### src/rtl/mips_pipeline_control.sv
// Control unit for a 5-stage MIPS pipeline (IF/ID/EX/MA/WB).
// Decodes the ID instruction and carries the control bundle through the
// ID/EX, EX/MA and MA/WB registers. It resolves load-use hazards,
// multi-cycle MUL occupancy, BEQ/BNE in EX and J in ID, and it keeps a
// saturating count of stalled cycles.
module mips_pipeline_control #(
  parameter int REG_ADDR_W = 5,
  parameter int MUL_CYCLES = 3,
  parameter int CNT_W      = 16
) (
  input  logic                  clk,
  input  logic                  rst,
  input  logic                  instr_valid,
  input  logic [5:0]            opcode,
  input  logic [5:0]            funct,
  input  logic [REG_ADDR_W-1:0] rs_id,
  input  logic [REG_ADDR_W-1:0] rt_id,
  input  logic [REG_ADDR_W-1:0] rd_id,
  input  logic                  alu_zero_ex,
  output logic                  PC_load,
  output logic                  EN_to_pipelineReg1,
  output logic                  flush_ifid,
  output logic                  select_jumpD,
  output logic                  branch_taken,
  output logic                  ex_RegDst,
  output logic                  ex_ALUsrc,
  output logic                  ex_Slt_select,
  output logic                  ex_shift_or_not,
  output logic                  ex_shift_direction,
  output logic [2:0]            ex_ALUOp,
  output logic                  ma_MemRead,
  output logic                  ma_MemWrite,
  output logic                  wb_RegWrite,
  output logic                  wb_MemtoReg,
  output logic [REG_ADDR_W-1:0] wb_dest,
  output logic [CNT_W-1:0]      stall_count
);

  localparam logic [2:0] ALU_ADD = 3'b000;
  localparam logic [2:0] ALU_SUB = 3'b001;
  localparam logic [2:0] ALU_MUL = 3'b010;
  localparam logic [2:0] ALU_AND = 3'b100;
  localparam logic [2:0] ALU_OR  = 3'b101;
  localparam logic [2:0] ALU_XOR = 3'b110;
  localparam logic [2:0] ALU_NOP = 3'b111;

  localparam logic [5:0] OP_RTYPE = 6'b000000;
  localparam logic [5:0] OP_J     = 6'b000010;
  localparam logic [5:0] OP_BEQ   = 6'b000100;
  localparam logic [5:0] OP_BNE   = 6'b000101;
  localparam logic [5:0] OP_ADDI  = 6'b001000;
  localparam logic [5:0] OP_SLTI  = 6'b001010;
  localparam logic [5:0] OP_ANDI  = 6'b001100;
  localparam logic [5:0] OP_ORI   = 6'b001101;
  localparam logic [5:0] OP_LW    = 6'b100011;
  localparam logic [5:0] OP_SW    = 6'b101011;

  localparam logic [5:0] F_SLL = 6'b000000;
  localparam logic [5:0] F_SRL = 6'b000010;
  localparam logic [5:0] F_ADD = 6'b100000;
  localparam logic [5:0] F_SUB = 6'b100010;
  localparam logic [5:0] F_AND = 6'b100100;
  localparam logic [5:0] F_OR  = 6'b100101;
  localparam logic [5:0] F_XOR = 6'b100110;
  localparam logic [5:0] F_SLT = 6'b101010;
  localparam logic [5:0] F_MUL = 6'b101100;

  // Counter only needs to reach MUL_CYCLES-1; keep at least one bit.
  localparam int             MC_W     = (MUL_CYCLES > 1) ? $clog2(MUL_CYCLES) : 1;
  localparam logic [MC_W-1:0] MUL_LAST = MC_W'(MUL_CYCLES - 1);

  typedef struct packed {
    logic                  regdst;
    logic                  alusrc;
    logic                  slt;
    logic                  shift;
    logic                  dir;
    logic [2:0]            aluop;
    logic                  memread;
    logic                  memwrite;
    logic                  regwrite;
    logic                  memtoreg;
    logic                  branch;
    logic                  is_bne;
    logic [REG_ADDR_W-1:0] dest;
  } ex_bundle_t;

  typedef struct packed {
    logic                  memread;
    logic                  memwrite;
    logic                  regwrite;
    logic                  memtoreg;
    logic [REG_ADDR_W-1:0] dest;
  } ma_bundle_t;

  typedef struct packed {
    logic                  regwrite;
    logic                  memtoreg;
    logic [REG_ADDR_W-1:0] dest;
  } wb_bundle_t;

  // A bubble is all-zero except for the NOP ALU code.
  localparam ex_bundle_t EX_BUBBLE =
    ex_bundle_t'({5'b00000, ALU_NOP, 6'b000000, {REG_ADDR_W{1'b0}}});

  ex_bundle_t            w_dec;
  logic                  w_raw_we;
  logic                  w_jump;
  logic                  w_uses_rt;
  logic [REG_ADDR_W-1:0] w_dest_sel;

  ex_bundle_t            r_idex;
  ma_bundle_t            r_exma;
  wb_bundle_t            r_mawb;
  logic [MC_W-1:0]       r_mul_cnt;
  logic [CNT_W-1:0]      r_stall_cnt;

  logic                  w_branch_taken;
  logic                  w_ex_is_mul;
  logic                  w_mul_stall;
  logic                  w_load_use;
  logic                  w_stall;
  logic                  w_jump_go;

  // ID decode: opcode/funct to the EX control bundle plus ID-only jump/uses_rt.
  always_comb begin
    w_dec      = EX_BUBBLE;
    w_raw_we   = 1'b0;
    w_jump     = 1'b0;
    w_uses_rt  = 1'b0;
    if (instr_valid) begin
      case (opcode)
        OP_RTYPE: begin
          w_uses_rt    = 1'b1;
          w_dec.regdst = 1'b1;
          w_raw_we     = 1'b1;
          case (funct)
            F_ADD:   w_dec.aluop = ALU_ADD;
            F_SUB:   w_dec.aluop = ALU_SUB;
            F_AND:   w_dec.aluop = ALU_AND;
            F_OR:    w_dec.aluop = ALU_OR;
            F_XOR:   w_dec.aluop = ALU_XOR;
            F_MUL:   w_dec.aluop = ALU_MUL;
            F_SLT:   w_dec.slt   = 1'b1;
            F_SLL:   w_dec.shift = 1'b1;
            F_SRL: begin
              w_dec.shift = 1'b1;
              w_dec.dir   = 1'b1;
            end
            default: w_raw_we = 1'b0;
          endcase
        end
        OP_ADDI: begin
          w_dec.alusrc = 1'b1;
          w_dec.aluop  = ALU_ADD;
          w_raw_we     = 1'b1;
        end
        OP_ANDI: begin
          w_dec.alusrc = 1'b1;
          w_dec.aluop  = ALU_AND;
          w_raw_we     = 1'b1;
        end
        OP_ORI: begin
          w_dec.alusrc = 1'b1;
          w_dec.aluop  = ALU_OR;
          w_raw_we     = 1'b1;
        end
        OP_SLTI: begin
          w_dec.alusrc = 1'b1;
          w_dec.aluop  = ALU_OR;
          w_dec.slt    = 1'b1;
          w_raw_we     = 1'b1;
        end
        OP_LW: begin
          w_dec.alusrc   = 1'b1;
          w_dec.aluop    = ALU_ADD;
          w_dec.memread  = 1'b1;
          w_dec.memtoreg = 1'b1;
          w_raw_we       = 1'b1;
        end
        OP_SW: begin
          w_dec.alusrc   = 1'b1;
          w_dec.aluop    = ALU_ADD;
          w_dec.memwrite = 1'b1;
          w_uses_rt      = 1'b1;
        end
        OP_BEQ, OP_BNE: begin
          w_dec.aluop  = ALU_SUB;
          w_dec.branch = 1'b1;
          w_dec.is_bne = (opcode == OP_BNE);
          w_uses_rt    = 1'b1;
        end
        OP_J:    w_jump = 1'b1;
        default: ;
      endcase
    end
    // Writes to $0 are dropped; a non-writing instruction carries dest 0.
    w_dest_sel     = w_dec.regdst ? rd_id : rt_id;
    w_dec.regwrite = w_raw_we & (w_dest_sel != '0);
    w_dec.dest     = w_dec.regwrite ? w_dest_sel : '0;
  end

  // Hazard resolution, priority: branch > mul stall > load-use > jump.
  always_comb begin
    w_branch_taken = r_idex.branch & (r_idex.is_bne ? ~alu_zero_ex : alu_zero_ex);
    w_ex_is_mul    = (r_idex.aluop == ALU_MUL);
    w_mul_stall    = ~w_branch_taken & w_ex_is_mul & (r_mul_cnt < MUL_LAST);
    w_load_use     = ~w_branch_taken & ~w_mul_stall & r_idex.memread &
                     (r_idex.dest != '0) &
                     ((r_idex.dest == rs_id) | (w_uses_rt & (r_idex.dest == rt_id)));
    w_stall        = w_mul_stall | w_load_use;
    // Reset is folded in so the jump select cannot leak out while rst is high.
    w_jump_go      = w_jump & ~w_branch_taken & ~w_stall & ~rst;
  end

  // ID/EX: holds during MUL occupancy, bubbles on taken branch or load-use.
  always_ff @(posedge clk or posedge rst) begin
    if (rst) begin
      r_idex <= EX_BUBBLE;
    end else if (w_mul_stall) begin
      r_idex <= r_idex;
    end else if (w_branch_taken | w_load_use) begin
      r_idex <= EX_BUBBLE;
    end else begin
      r_idex <= w_dec;
    end
  end

  // EX/MA: takes a bubble behind a still-busy MUL, otherwise advances.
  always_ff @(posedge clk or posedge rst) begin
    if (rst) begin
      r_exma <= '0;
    end else if (w_mul_stall) begin
      r_exma <= '0;
    end else begin
      r_exma <= '{memread:  r_idex.memread,
                  memwrite: r_idex.memwrite,
                  regwrite: r_idex.regwrite,
                  memtoreg: r_idex.memtoreg,
                  dest:     r_idex.dest};
    end
  end

  // MA/WB: pure one-cycle delay of the MA bundle.
  always_ff @(posedge clk or posedge rst) begin
    if (rst) begin
      r_mawb <= '0;
    end else begin
      r_mawb <= '{regwrite: r_exma.regwrite,
                  memtoreg: r_exma.memtoreg,
                  dest:     r_exma.dest};
    end
  end

  // MUL occupancy counter: counts the extra EX cycles, clears on the last one.
  always_ff @(posedge clk or posedge rst) begin
    if (rst) begin
      r_mul_cnt <= '0;
    end else if (w_mul_stall) begin
      r_mul_cnt <= r_mul_cnt + MC_W'(1);
    end else begin
      r_mul_cnt <= '0;
    end
  end

  // Saturating count of cycles in which the PC was held.
  always_ff @(posedge clk or posedge rst) begin
    if (rst) begin
      r_stall_cnt <= '0;
    end else if (w_stall && (r_stall_cnt != {CNT_W{1'b1}})) begin
      r_stall_cnt <= r_stall_cnt + CNT_W'(1);
    end
  end

  assign PC_load            = ~w_stall;
  assign EN_to_pipelineReg1 = ~w_stall;
  assign flush_ifid         = w_branch_taken | w_jump_go;
  assign select_jumpD       = w_jump_go;
  assign branch_taken       = w_branch_taken;

  assign ex_RegDst          = r_idex.regdst;
  assign ex_ALUsrc          = r_idex.alusrc;
  assign ex_Slt_select      = r_idex.slt;
  assign ex_shift_or_not    = r_idex.shift;
  assign ex_shift_direction = r_idex.dir;
  assign ex_ALUOp           = r_idex.aluop;

  assign ma_MemRead         = r_exma.memread;
  assign ma_MemWrite        = r_exma.memwrite;

  assign wb_RegWrite        = r_mawb.regwrite;
  assign wb_MemtoReg        = r_mawb.memtoreg;
  assign wb_dest            = r_mawb.regwrite ? r_mawb.dest : '0;

  assign stall_count        = r_stall_cnt;

endmodule

### config.mk
export PLATFORM = sky130hd
export DESIGN_NAME = mips_pipeline_control
export DESIGN_NICKNAME = d
export VERILOG_FILES = /design/src/rtl/mips_pipeline_control.sv
export SDC_FILE = /design/constraint.sdc
export NUM_CORES = 1
export LEC_CHECK = 0
export CAP_MARGIN = 40
export CELL_PAD_IN_SITES_DETAIL_PLACEMENT = 1
export CELL_PAD_IN_SITES_GLOBAL_PLACEMENT = 2
export CORE_ASPECT_RATIO = 1.25
export CORE_MARGIN = 5
export CORE_UTILIZATION = 27
export CTS_CLUSTER_SIZE = 20
export DETAILED_ROUTE_END_ITERATION = 8
export GPL_ROUTABILITY_DRIVEN = 0
export HOLD_SLACK_MARGIN = 0.03
export PLACE_DENSITY_LB_ADDON = 0.1
export SLEW_MARGIN = 0
export SYNTH_ARGS = -nofsm -noshare
export SYNTH_HDL_FRONTEND = slang
export SYNTH_SLANG_ARGS = --single-unit
### constraint.sdc
create_clock -name clk -period 2.25 [get_ports clk]
set_input_delay 0.45 -clock clk [delete_from_list [all_inputs] [get_ports clk]]
set_output_delay 0.45 -clock clk [all_outputs]
set_load 0.005 [all_outputs]
==> results_dict.tcl, run 1 <==
set metrics [dict create \
    violations "negative setup slack" \
    syn-num-nets 300 \
    criticalPathCategory "flop to output pin" \
    vias_per_cell 4.68 \
    yosysWarningCount 0 \
    synth_top_cell_by_area "dfrtp_1" \
    clock-root-buffer "clkbuf_16" \
    final_common_cell "buf_4" \
    synth-simple-area-share 0.255 \
    totalWireLength_um 8150 \
    synth_cell_type_count 50 \
    status "complete, but fails checks" \
    post-dp-hpwl_um 6460 \
    hold_viol_final 0 \
    cp_num_buf_inv 1 \
    tightest_slew_ns 0.536 \
    avgSynthCellArea_um2 9.79 \
    synth_top_family_by_area "simple AND/OR/NAND/NOR gates" \
    finalMaxSlewViolations 0 \
    fin_setup_tns_ns -4.13 \
    synth_top_area_share 0.458 \
    core_area_um2 9560 \
    fin_area_um2 4340 \
    clkLatencyLatePin_ns 0.29 \
    antenna_found_initial 0 \
    r2r_setup_slack_ns -0.31 \
    die_area_um2 11800 \
    layout.nets 437 \
    synth_edf_count 0 \
    critPathLaunch "r_idex[0]" \
    synth_ff_type "dfrtp_1" \
    fp.dieH_um 120 \
    ys_seq_elements 51 \
    p_leak_nw 2.00 \
    pin_count 69 \
    grt_max_degree 52 \
    netlist_instances 268 \
    skew_ns 0.00552 \
    power_mw 2.08 \
    area_delta_synth_final_pct 65.3 \
    clk_pin_slew_worst_paths_ns 0.07 \
    start_kind "flop" \
    netlist_area_um2 2620 \
    synthAdderAreaFrac 0.00477 \
    numCtsBuffers 5 \
    hp-class "flop to flop" \
    power.density_nw_per_um2 481 \
    crit_chain "or4_4, o21ai_4, nor4_4, or3_4, nor4_4, or2_4, buf_6" \
    period_minus_slack_ns 2.77 \
    cp_max_fo 3 \
    grt_pass1_vias 2694 \
    dp_slack_ns -0.916 \
    utilization 0.454 \
    grt_use_total 0.140 \
    io_buffer_count 68 \
    grt_pass1_wl_um 13300 \
    synth_area_leaders "dfrtp_1 46%, xnor2_1 5.7%, nand2_1 4.3%, o21ai_0 3.1%, dfstp_2 3.0%" \
    cts_max_level 2 \
    cp.required_ns 1.80 \
    dpl_cell_area_um2 3850 \
    ys_seq_area_frac 0.488 \
    dp_cells 508 \
    most-common-layout-cells "57 x buf_4, 52 x clkdlybuf4s50_1, 48 x dfrtp_1, 29 x nand2_1, 19 x nor2_1" \
    rsz0062_at_grt "yes" \
    grt_overflow_total 0 \
    cts_sinks 51 \
    final_cells 532 \
    worst_slack_ns -0.516 \
    period_share 1.23 \
    initial_core_util 0.274 \
    dr.pass1.iters 4 \
    end_kind "output pin" \
    synthMuxAreaShare 0.0329 \
    vias 2488 \
    synth-async-reset-ratio 1.00 \
    post_drt_wl_per_cell_um 15.3 \
    crit_top_cell "nor4_4" \
    setup_viol 22 \
    whs_ns 0.347 \
    crit_family "simple AND/OR/NAND/NOR gates" \
    drt_iter0_markers 45 \
    die_w_um 98.2 \
    max_freq_mhz 362 \
    detail-route-antenna-nets 0 \
    final_layout_size_suffix_gt1_frac 0.293 \
    crit-reg2reg-launch "r_idex[0]" \
    critPathSlowestCell "or4_4" \
    synth_xor_area_frac 0.0768 \
    antennaDiodeCount 0 \
    arrival_ns 2.32 \
    slew_headroom 0.641 \
    tritoncts "built" \
    clock_path_buffers 2 \
    drc 0 \
    hold_start "r_exma[4]" \
    num_rows 40 \
    synth_compound_area_frac 0.110 \
    max_stage_delay_ns 0.55 \
    vdd_drop_max_v 0.000309 \
    max_cap_viol_count 0 \
]
[repair_timing]
| item | 4_1_cts | 5_1_grt |
|---|---|---|
| buffers inserted | 9 | 10 |
| pin swaps | 20 | 19 |
| endpoints found under the setup margin | 16 | 34 |
| hold buffers | 0 | 0 |
| resized for setup | 52 | 36 |
[cell usage after synthesis, types with 2 or more instances]
cell type and count:
or3_1 4, nand3_1 7, dfrtp_1 48, o31ai_1 2, xor2_1 6, buf_4 4
nor2_1 20, inv_1 7, nand4_1 12, nor2b_1 11, or2_2 2, nor4b_1 2
xnor2_1 17, nand2b_1 4, nor3_1 10, nand2_1 30, and3_1 7, a22o_1 2
nor4_2 2, mux2i_1 6, dfstp_2 3, clkbuf_1 4, a21boi_0 2, o21ai_0 16
and2_1 6, a21oi_1 10
[routing by layer]
layer | wire [um] | global-route usage | vias up | part of all wire
li1 | - | - | 1218 | -
met1 | 3150 | 0.157 | 1210 | 0.39
met2 | 4570 | 0.267 | 50 | 0.56
met3 | 296 | 0.0242 | 10 | 0.036
met4 | 131 | 0.0436 | 0 | 0.016
met5 | 0 | 0 | - | 0
[state kept, by name, summed over array words and instances, names as in the netlist, 2 cells and up]
| signal | count |
|---|---|
| r_idex | 10 |
| r_mawb | 5 |
| stall_count | 16 |
| r_exma | 6 |
| r_mul_cnt | 2 |
| ex_ALUOp | 3 |
[power breakdown]
part           internal (mW)  total (mW)  switching, mW
logic                  0.147       0.260          0.113
clock network          0.553       0.879          0.326
registers              0.933       0.945         0.0124
[cell families (layout without fill, tap and decap cells)]
kind of cell	count (synthesis)	in the layout
AND/OR/NAND/NOR	123	123
XOR/XNOR	23	23
adder cells (fa/ha/maj)	1	1
flip-flops	51	51
multiplexers	8	8
buffers and inverters	17	155
AO/OA/AOI/OAI	45	45
[cell type report]
type	instances	area, um2
Fill cell	1078	5220
Clock buffer	6	139
Inverter	8	31.3
Clock inverter	2	35.0
Multi-Input combinational cell	200	1420
Timing Repair Buffer	139	1280
Sequential cell	51	1280
Tap cell	126	158
[final timing paths]
path                                       end  cells past startpoint
worst max register to register  stall_count[1]                     11
worst min register to register       r_mawb[4]                      0
max in group asynchronous          ex_ALUOp[0]                      4
min in group asynchronous            ex_ALUsrc                      4
worst min-delay path                 r_mawb[4]                      0
worst max-delay path                flush_ifid                      7
(Power assumes the default switching activity.)
==> run 2, diff against run 1 <==
RECOVER_POWER = 100   (was default)
==> run 2 against run 1 <==
- the flow still finishes with violations (negative setup slack)
- sequential power hardly changed
- core utilization is 0.41 points lower
- cell area is 0.89% lower
- register-to-register slack hardly changed
- cell count stayed put
- wire length is 0.13% higher
- clock power is 0.7% lower
- clock skew hardly changed
- flip-flop and latch count stayed put
- hold slack worse by 0.00057 ns
- non-clock buffer count stayed put
- highest routed layer unchanged
==> results_dict.tcl, run 2 (same netlist as run 1, synthesis figures left out) <==
set metrics [dict create \
    status "complete, but fails checks" \
    violations "negative setup slack" \
    max_cap_viol_count 0 \
    final_layout_size_suffix_gt1_frac 0.283 \
    area_delta_synth_final_pct 63.8 \
    skew_ns 0.00518 \
    clkLatencyLatePin_ns 0.29 \
    period_share 1.23 \
    layout.nets 437 \
    cp.required_ns 1.80 \
    max_stage_delay_ns 0.55 \
    start_kind "flop" \
    tightest_slew_ns 1.26 \
    cp_max_fo 3 \
    slew_headroom 0.161 \
    antennaDiodeCount 0 \
    setup_viol 22 \
    criticalPathCategory "flop to output pin" \
    rsz0062_at_grt "yes" \
    clk_pin_slew_worst_paths_ns 0.06 \
    totalWireLength_um 8170 \
    power.density_nw_per_um2 482 \
    initial_core_util 0.274 \
    crit_top_cell "nor4_4" \
    fp.dieH_um 120 \
    fin_area_um2 4300 \
    antenna_found_initial 0 \
    num_rows 40 \
    cts_max_level 2 \
    tritoncts "built" \
    grt_pass1_wl_um 13300 \
    vdd_drop_max_v 0.000306 \
    dr.pass1.iters 4 \
    die_area_um2 11800 \
    io_buffer_count 68 \
    end_kind "output pin" \
    grt_overflow_total 0 \
    critPathSlowestCell "or4_4" \
    period_minus_slack_ns 2.76 \
    arrival_ns 2.31 \
    crit_family "simple AND/OR/NAND/NOR gates" \
    finalMaxSlewViolations 0 \
    post_drt_wl_per_cell_um 15.3 \
    final_common_cell "buf_4" \
    vias_per_cell 4.67 \
    die_w_um 98.2 \
    drc 0 \
    grt_use_total 0.140 \
    grt_pass1_vias 2694 \
    r2r_setup_slack_ns -0.30 \
    hp-class "flop to flop" \
    clock-root-buffer "clkbuf_16" \
    hold_viol_final 0 \
    clock_path_buffers 2 \
    drt_iter0_markers 66 \
    vias 2485 \
    p_leak_nw 2.03 \
    core_area_um2 9560 \
    cts_sinks 51 \
    numCtsBuffers 5 \
    crit_chain "or4_4, o21ai_4, nor4_4, or3_4, nor4_4, or2_4, buf_6" \
    pin_count 69 \
    fin_setup_tns_ns -3.93 \
    dpl_cell_area_um2 3850 \
    largest_register_ffs 16 \
    most-common-layout-cells "53 x buf_4, 48 x dfrtp_1, 31 x dlygate4sd3_1, 29 x nand2_1, 21 x clkdlybuf4s50_1" \
    max_freq_mhz 363 \
    post-dp-hpwl_um 6460 \
    grt_max_degree 52 \
    worst_slack_ns -0.506 \
    cp_num_buf_inv 1 \
    detail-route-antenna-nets 0 \
]
[run 2: worst register-to-register path, stage by stage (launching register included)]
cell,delay (ns)
dfrtp_1,0.37
or4_4,0.55
o21ai_4,0.24
buf_4,0.16
buf_6,0.08
buf_6,0.08
o31ai_4,0.06
o21a_1,0.21
buf_4,0.14
buf_6,0.11
and2_4,0.14
mux2_4,0.29
[run 2: cell type report]
class	count	area [um2]
clock buffer	6	139
clock inverter	2	35.0
fill	1082	5260
inverter	8	31.3
multi-input combinational	200	1420
sequential	51	1280
tap	126	158
timing repair buffer	139	1240
[run 2: through the flow]
stage                     total power, mW  utilization  hold WS, ns  setup slack [ns]  std cells
after floorplan                      1.05            -        0.331            -0.154        268
after global placement               1.20        0.403        0.332            -0.868        508
after detailed placement             1.21        0.403        0.336            -0.916        508
after CTS                            2.10        0.439        0.351            -0.701        525
after global routing                 2.16        0.450        0.349            -0.598        532
final                                2.07        0.450        0.346            -0.506        532
[run 2: routing by layer]
| layer | vias up | GRT usage | part of all wire | wire length [um] |
|---|---|---|---|---|
| met5 | - | 0 | 0 | 0 |
| met4 | 0 | 0.0436 | 0.016 | 131 |
| met3 | 10 | 0.0242 | 0.036 | 294 |
| met2 | 50 | 0.267 | 0.56 | 4540 |
| met1 | 1212 | 0.157 | 0.39 | 3200 |
| li1 | 1213 | - | - | - |
[run 2: timing repair]
| item | 4_1_cts | 5_1_grt |
|---|---|---|
| resized for setup | 52 | 36 |
| endpoints found under the setup margin | 16 | 34 |
| buffers inserted | 9 | 10 |
| hold buffers | 0 | 0 |
| pin swaps | 20 | 19 |
[run 2: power by group]
part	switching, mW	internal (mW)	total, mW
combinational	0.112	0.139	0.252
clock	0.320	0.553	0.873
sequential	0.0120	0.933	0.945
total	0.445	1.63	2.07
[run 2: path summary, 6_finish.rpt]
check | to | start | depth (start not counted)
worst max-delay path | flush_ifid | r_idex[0] | 7
max in group asynchronous | r_idex[6] | rst | 4
worst min-delay path | r_mawb[4] | r_exma[4] | 0
worst min register to register | r_mawb[4] | r_exma[4] | 0
min in group asynchronous | ex_ALUsrc | rst | 4
worst max register to register | stall_count[1] | r_idex[0] | 11
==> edit 1: new RTL, flow settings as in run 1 <==
`CNT_W`: 16 -> 32.
--- a/src/rtl/mips_pipeline_control.sv
+++ b/src/rtl/mips_pipeline_control.sv
@@ -6,7 +6,7 @@
 module mips_pipeline_control #(
   parameter int REG_ADDR_W = 5,
   parameter int MUL_CYCLES = 3,
-  parameter int CNT_W      = 16
+  parameter int CNT_W      = 32
 ) (
   input  logic                  clk,
   input  logic                  rst,
Ports: changed (resized stall_count); port bits go from 69 to 85. The function was not compared with the original's and may differ.
==> edit 1 against run 1 <==
The flow still finishes with violations (setup timing). Synthesized area grew 33%. Combinational power grew 5%. Wire length grew 48%. Sequential cell count grew 16. Power grew 43%. Non-clock buffer count grew 35. Final area grew 33%. Sequential share of layout area shrank 0.31 points. Worst setup slack gained 0.050 ns. Largest cell class unchanged. Largest power group is now clock. Highest routed layer unchanged.
==> edit 1: results (changes against run 1) <==
- CTS clk-pin slew, worst paths: 0.05 ns (-0.02 ns)
- Violated checks: setup timing
- Synthesized instance count: 356 (+33%)
- Post-synthesis sequential area ratio: 48.2% (-0.63 points)
- Dpl hpwl: 8.97 mm (+39%)
- Setup ws final: -0.466 ns (+0.0497 ns)
- H-Tree Depth: 3 (+1)
- Placed insts: 660 (+30%)
- Worst Skew: 0.00546 ns (-0.0000599 ns)
- Vias in the first global route: 3538 (+31%)
- Final #Nets: 555 (+27%)
- Total CTS buffers: 9 (+4)
- Initial drt markers: 61 (+36%)
- # setup viols final: 44 (+100%)
- Commonest cells post-synth: 64 x dfrtp_1, 33 x nand2_1, 32 x xnor2_1
- Clk_lat worst skew: 0.33 ns (+0.04 ns)
- Commonest non-fill, non-tap cell in the layout: clkdlybuf4s50_1
- Post-synth cell types: 53 (+6.0%)
- CP max stage delay: 0.52 ns (-0.03 ns)
- Drt total wl: 12.0 mm (+48%)
- Pin count of the biggest net entering global routing: 39 (-25%)
- Via density: 4.78 (+2.2%)
- Run status: finished with violations
- Max reg flops: 32 (+16)
- Share of cells above drive strength 1: 29.7% (+0.42 points)
- Max IR drop VDD: 250 uV (-19%)
- Global-route wire length before repair: 18.7 mm (+41%)
- Fillers: 1429 (+33%)
- Syn nets: 388 (+29%)
- Synth area leaders: dfrtp_1 46%, xnor2_1 8.0%, nand2_1 3.5%, nand4_1 3.4%, nand3_1 3.3%
- Placed cell area: 0.00498 sq mm (+29%)
- IO buf count: 84 (+24%)
- GRT Overall Usage: 15.7% (+1.7 points)
- Max FO, Critical Path: 2 (-1)
==> edit 1: path summary, 6_finish.rpt <==
| check | endpoint | slack, ns | startpoint | cells past startpoint |
|---|---|---|---|---|
| worst max register to register | r_idex[1] | -0.31 | r_idex[1] | 10 |
| worst max-delay path | flush_ifid | -0.47 | r_idex[1] | 8 |
| worst min register to register | r_mawb[2] | 0.35 | r_exma[2] | 0 |
| max in group asynchronous | ex_ALUOp[0] | 1.16 | rst | 4 |
| min in group asynchronous | r_idex[5] | 0.70 | rst | 4 |
| worst min-delay path | r_mawb[2] | 0.35 | r_exma[2] | 0 |
==> edit 1: kinds of logic (layout without fill, tap and decap cells) <==
logic type / Yosys count / after routing / synth area share (%)
xor gates and xnor gates: 41 / 41 / 10.3
DFF: 67 / 67 / 48.2
muxes: 8 / 8 / 2.37
buffers and inverters: 24 / 196 / 3.23
and+or+nand+nor: 172 / 172 / 26.7
adders and majority gates: 2 / 2 / 0.645
AOI/OAI and AO/OA: 42 / 42 / 8.57
==> edit 1: final cells by class <==
type,count,area share [%]
Multi-Input combinational cell,265,33.1
Sequential cell,67,29.2
Timing Repair Buffer,174,28.2
Clock buffer,12,4.63
Tap cell,168,3.65
Clock inverter,4,0.826
Inverter,6,0.391
==> edit 1: per-layer routing <==
layer	vias to the layer above	global-route usage (%)	part of all wire, %
li1	1608	-	-
met1	1656	17.3	40
met2	53	29.5	56
met3	8	3.27	2.8
met4	0	5.48	1.2
met5	-	0	0
==> edit 1: critical path: cells and delay by family (launching register included) <==
kind | cells | cell delay (ns)
and+or+nand+nor | 5 | 1.07
DFF | 1 | 0.37
AOI/OAI and AO/OA | 1 | 0.23
buffers and inverters | 2 | 0.26
==> edit 1: power by group through the flow <==
stage	logic (mW)	registers (mW)	clock network [mW]
floorplan	0.0980	1.25	0
global placement	0.256	1.25	0
detailed placement	0.261	1.26	0
CTS	0.267	1.23	1.51
global route	0.299	1.24	1.56
finish	0.274	1.23	1.48
==> edit 1: repair_timing <==
item | CTS | global route
endpoints found under the hold margin | 0 | 0
endpoints found under the setup margin | 54 | 54
pin swaps | 8 | 29
gates resized for setup | 30 | 55
gates cloned | 0 | 2
buffers inserted | 5 | 16
==> edit 1: metrics by stage <==
| step | util [%] | hold slack (ns) | TNS (ns) | setup WS, ns |
|---|---|---|---|---|
| 5_1_grt | 45.4 | 0.355 | -12.61 | -0.590 |
| 6_report | 45.4 | 0.349 | -8.16 | -0.466 |
| 3_5_place_dp | 39.3 | 0.337 | -27.88 | -0.844 |
| 4_1_cts | 42.4 | 0.350 | -9.20 | -0.619 |
| 2_1_floorplan | - | 0.331 | -0.0101 | -0.0101 |
| 3_3_place_gp | 39.3 | 0.333 | -27.40 | -0.831 |
==> edit 2: new RTL, config.mk and constraints of run 1 <==
Without the edit above. Register the output `stall_count` once more, with the module's reset; this adds one clock of latency there. The other outputs are not delayed to match.
--- a/src/rtl/mips_pipeline_control.sv
+++ b/src/rtl/mips_pipeline_control.sv
@@ -292,7 +292,13 @@
   assign wb_MemtoReg        = r_mawb.memtoreg;
   assign wb_dest            = r_mawb.regwrite ? r_mawb.dest : '0;
 
-  assign stall_count        = r_stall_cnt;
+  always_ff @(posedge clk or posedge rst) begin
+    if (rst) begin
+      stall_count <= '0;
+    end else begin
+      stall_count <= r_stall_cnt;
+    end
+  end
 
 endmodule
 
Formal check against the unedited RTL: not equivalent (a bounded check fails within 4 cycles, from zero or initial values and one cycle with rst high).
==> edit 2 against run 1 <==
The run still ends with setup timing left. Sequential cell count grew 16. Maximum frequency grew 4.3%. Wire length grew 0.86%. Worst setup slack gained 0.11 ns. Largest power group is now clock. Final area grew 8.2%. Highest routed layer unchanged. Synthesized area grew 12%. Power grew 43%.
==> edit 2: results (changes against run 1) <==
- Setup TNS: -3.09 ns (+1.04 ns)
- Number of cells on the worst reg-to-reg path: 11 (unchanged)
- Setup ws final: -0.401 ns (+0.114 ns)
- Placed cell area: 0.00421 sq mm (+9.5%)
- Final hold slack: 0.346 ns (-0.000991 ns)
- Worst flop-to-flop path endpoint: r_stall_cnt[4]
- Root Driver: clkbuf_16
- Critical-path top delay cell: clkdlybuf4s50_1
- Worst slack, placed: -1.09 ns (-0.175 ns)
- Commonest cells post-synth: 64 x dfrtp_1, 20 x nor2_1, 20 x xnor2_1
- Initial drt markers: 45 (unchanged)
- Initial antenna violation count: 0 (unchanged)
- CTS clk-pin slew, worst paths: 0.05 ns (-0.02 ns)
- Cell family with most CP delay: compound AO/OA/AOI/OAI gates
- Synthesized instance count: 265 (-1.1%)
- CP max stage delay: 0.45 ns (-0.10 ns)
- Detailed Routing Iterations Pass 1: 4 (unchanged)
- Fillers: 1153 (+7.0%)
- Drt wl/cell: 15.4 um (+0.67%)
- Post-synthesis sequential area ratio: 57.2% (+8.4 points)
- Leak: 2.22 nW (+11%)
- Via count: 2474 (-0.56%)
- # setup viols final: 20 (-9.1%)
- RR Startpoint: r_idex[4]
- Slew @ Worst Pin: 0.470 ns (-0.0654 ns)
- H-Tree Depth: 3 (+1)
- Worst Path Arrival: 2.20 ns (-0.12 ns)
- Max IR drop VDD: 266 uV (-14%)
- Fin cells: 533 (+0.19%)
- Hold Path Stages: 0 (unchanged)
- Dpl hpwl: 6.28 mm (-2.8%)
- Final #Nets: 429 (-1.8%)
- Global-route wire length before repair: 13.4 mm (+1.0%)
- Worst Hold Endpoint: r_mawb[3]
- Total CTS buffers: 9 (+4)
- GRT Overall Usage: 13.3% (-0.66 points)
- Largest regs: r_stall_cnt: 16 flops, stall_count: 16 flops, r_idex: 10 flops
- Placed insts: 509 (+0.20%)
- Share of cells above drive strength 1: 31.4% (+2.1 points)
- PD cells: 635 mW/mm^2 (+32%)
- Min-delay worst type: reg -> reg
- Run status: finished with violations
- Compound-Gate Fraction of Synth Area: 9.71% (-1.3 points)
- Worst Skew: 0.00432 ns (-0.00121 ns)
- Post-synth cell types: 47 (-6.0%)
- Adder-cell share of the synthesized area: 0.767% (+0.29 points)
- Reg2Reg Setup Slack: -0.13 ns (+0.18 ns)
- Violated checks: setup timing
- Hold Startpoint: r_exma[3]
- Synth area leaders: dfrtp_1 55%, xnor2_1 6.0%, and2_1 3.6%, dfstp_2 2.7%, nor2_1 2.6%
- Vias in the first global route: 2676 (-0.67%)
- Multiplexer share of the synthesized area: 1.75% (-1.5 points)
- Syn nets: 297 (-1.0%)
- Clk_lat worst skew: 0.32 ns (+0.03 ns)
- Count of warnings emitted by yosys: 0 (unchanged)
- Pin count of the biggest net entering global routing: 68 (+31%)
- Post-Synth XOR/XNOR Area: 7.75% (+0.074 points)
==> edit 2: per-layer routing <==
layer	routed length (um)	vias to the layer above	part of all wire [%]	global-route usage, %
met5	0	-	0	0
met4	287	0	3.5	7.39
met3	298	21	3.6	2.09
met2	4200	59	51	22.0
met1	3440	1203	42	16.3
li1	-	1191	-	-
==> edit 2: cell families (layout without fill, tap and decap cells) <==
kind of cell | Yosys count | count (layout)
and+or+nand+nor | 112 | 112
DFF | 67 | 67
AOI/OAI and AO/OA | 38 | 39
xor gates and xnor gates | 26 | 26
buffers and inverters | 15 | 150
muxes | 5 | 5
adders and majority gates | 2 | 2
==> edit 2: worst max-delay path by stage <==
stage	depth (start not counted)	end	slack, ns	from
5_1_grt	9	flush_ifid	-0.46	opcode[0]
3_5_place_dp	9	select_jumpD	-1.09	opcode[0]
2_1_floorplan	7	flush_ifid	-0.29	opcode[5]
6_report	8	flush_ifid	-0.40	opcode[4]
3_3_place_gp	9	select_jumpD	-1.02	opcode[0]
4_1_cts	9	flush_ifid	-0.50	opcode[0]
==> edit 2: layout make-up <==
type	count	share of cell area, %
sequential	67	35.9
multi-input combinational	184	29.4
timing repair buffer	130	24.5
clock buffer	13	5.55
tap	132	3.52
clock inverter	2	0.747
inverter	5	0.400
==> edit 2: what timing repair did <==
item,in CTS,in global routing
setup endpoints to repair,36,29
setup buffers,4,5
gates resized for setup,61,21
gates cloned,1,0
endpoints found under the hold margin,0,0
pin swaps,17,22
==> edit 2: power by group <==
group	total (mW)	switching, mW	leakage [nW]	internal (mW)
clock	1.37	0.461	0.146	0.909
sequential	1.27	0.0278	0.907	1.25
combinational	0.334	0.159	1.17	0.175
total	2.98	0.648	2.22	2.33
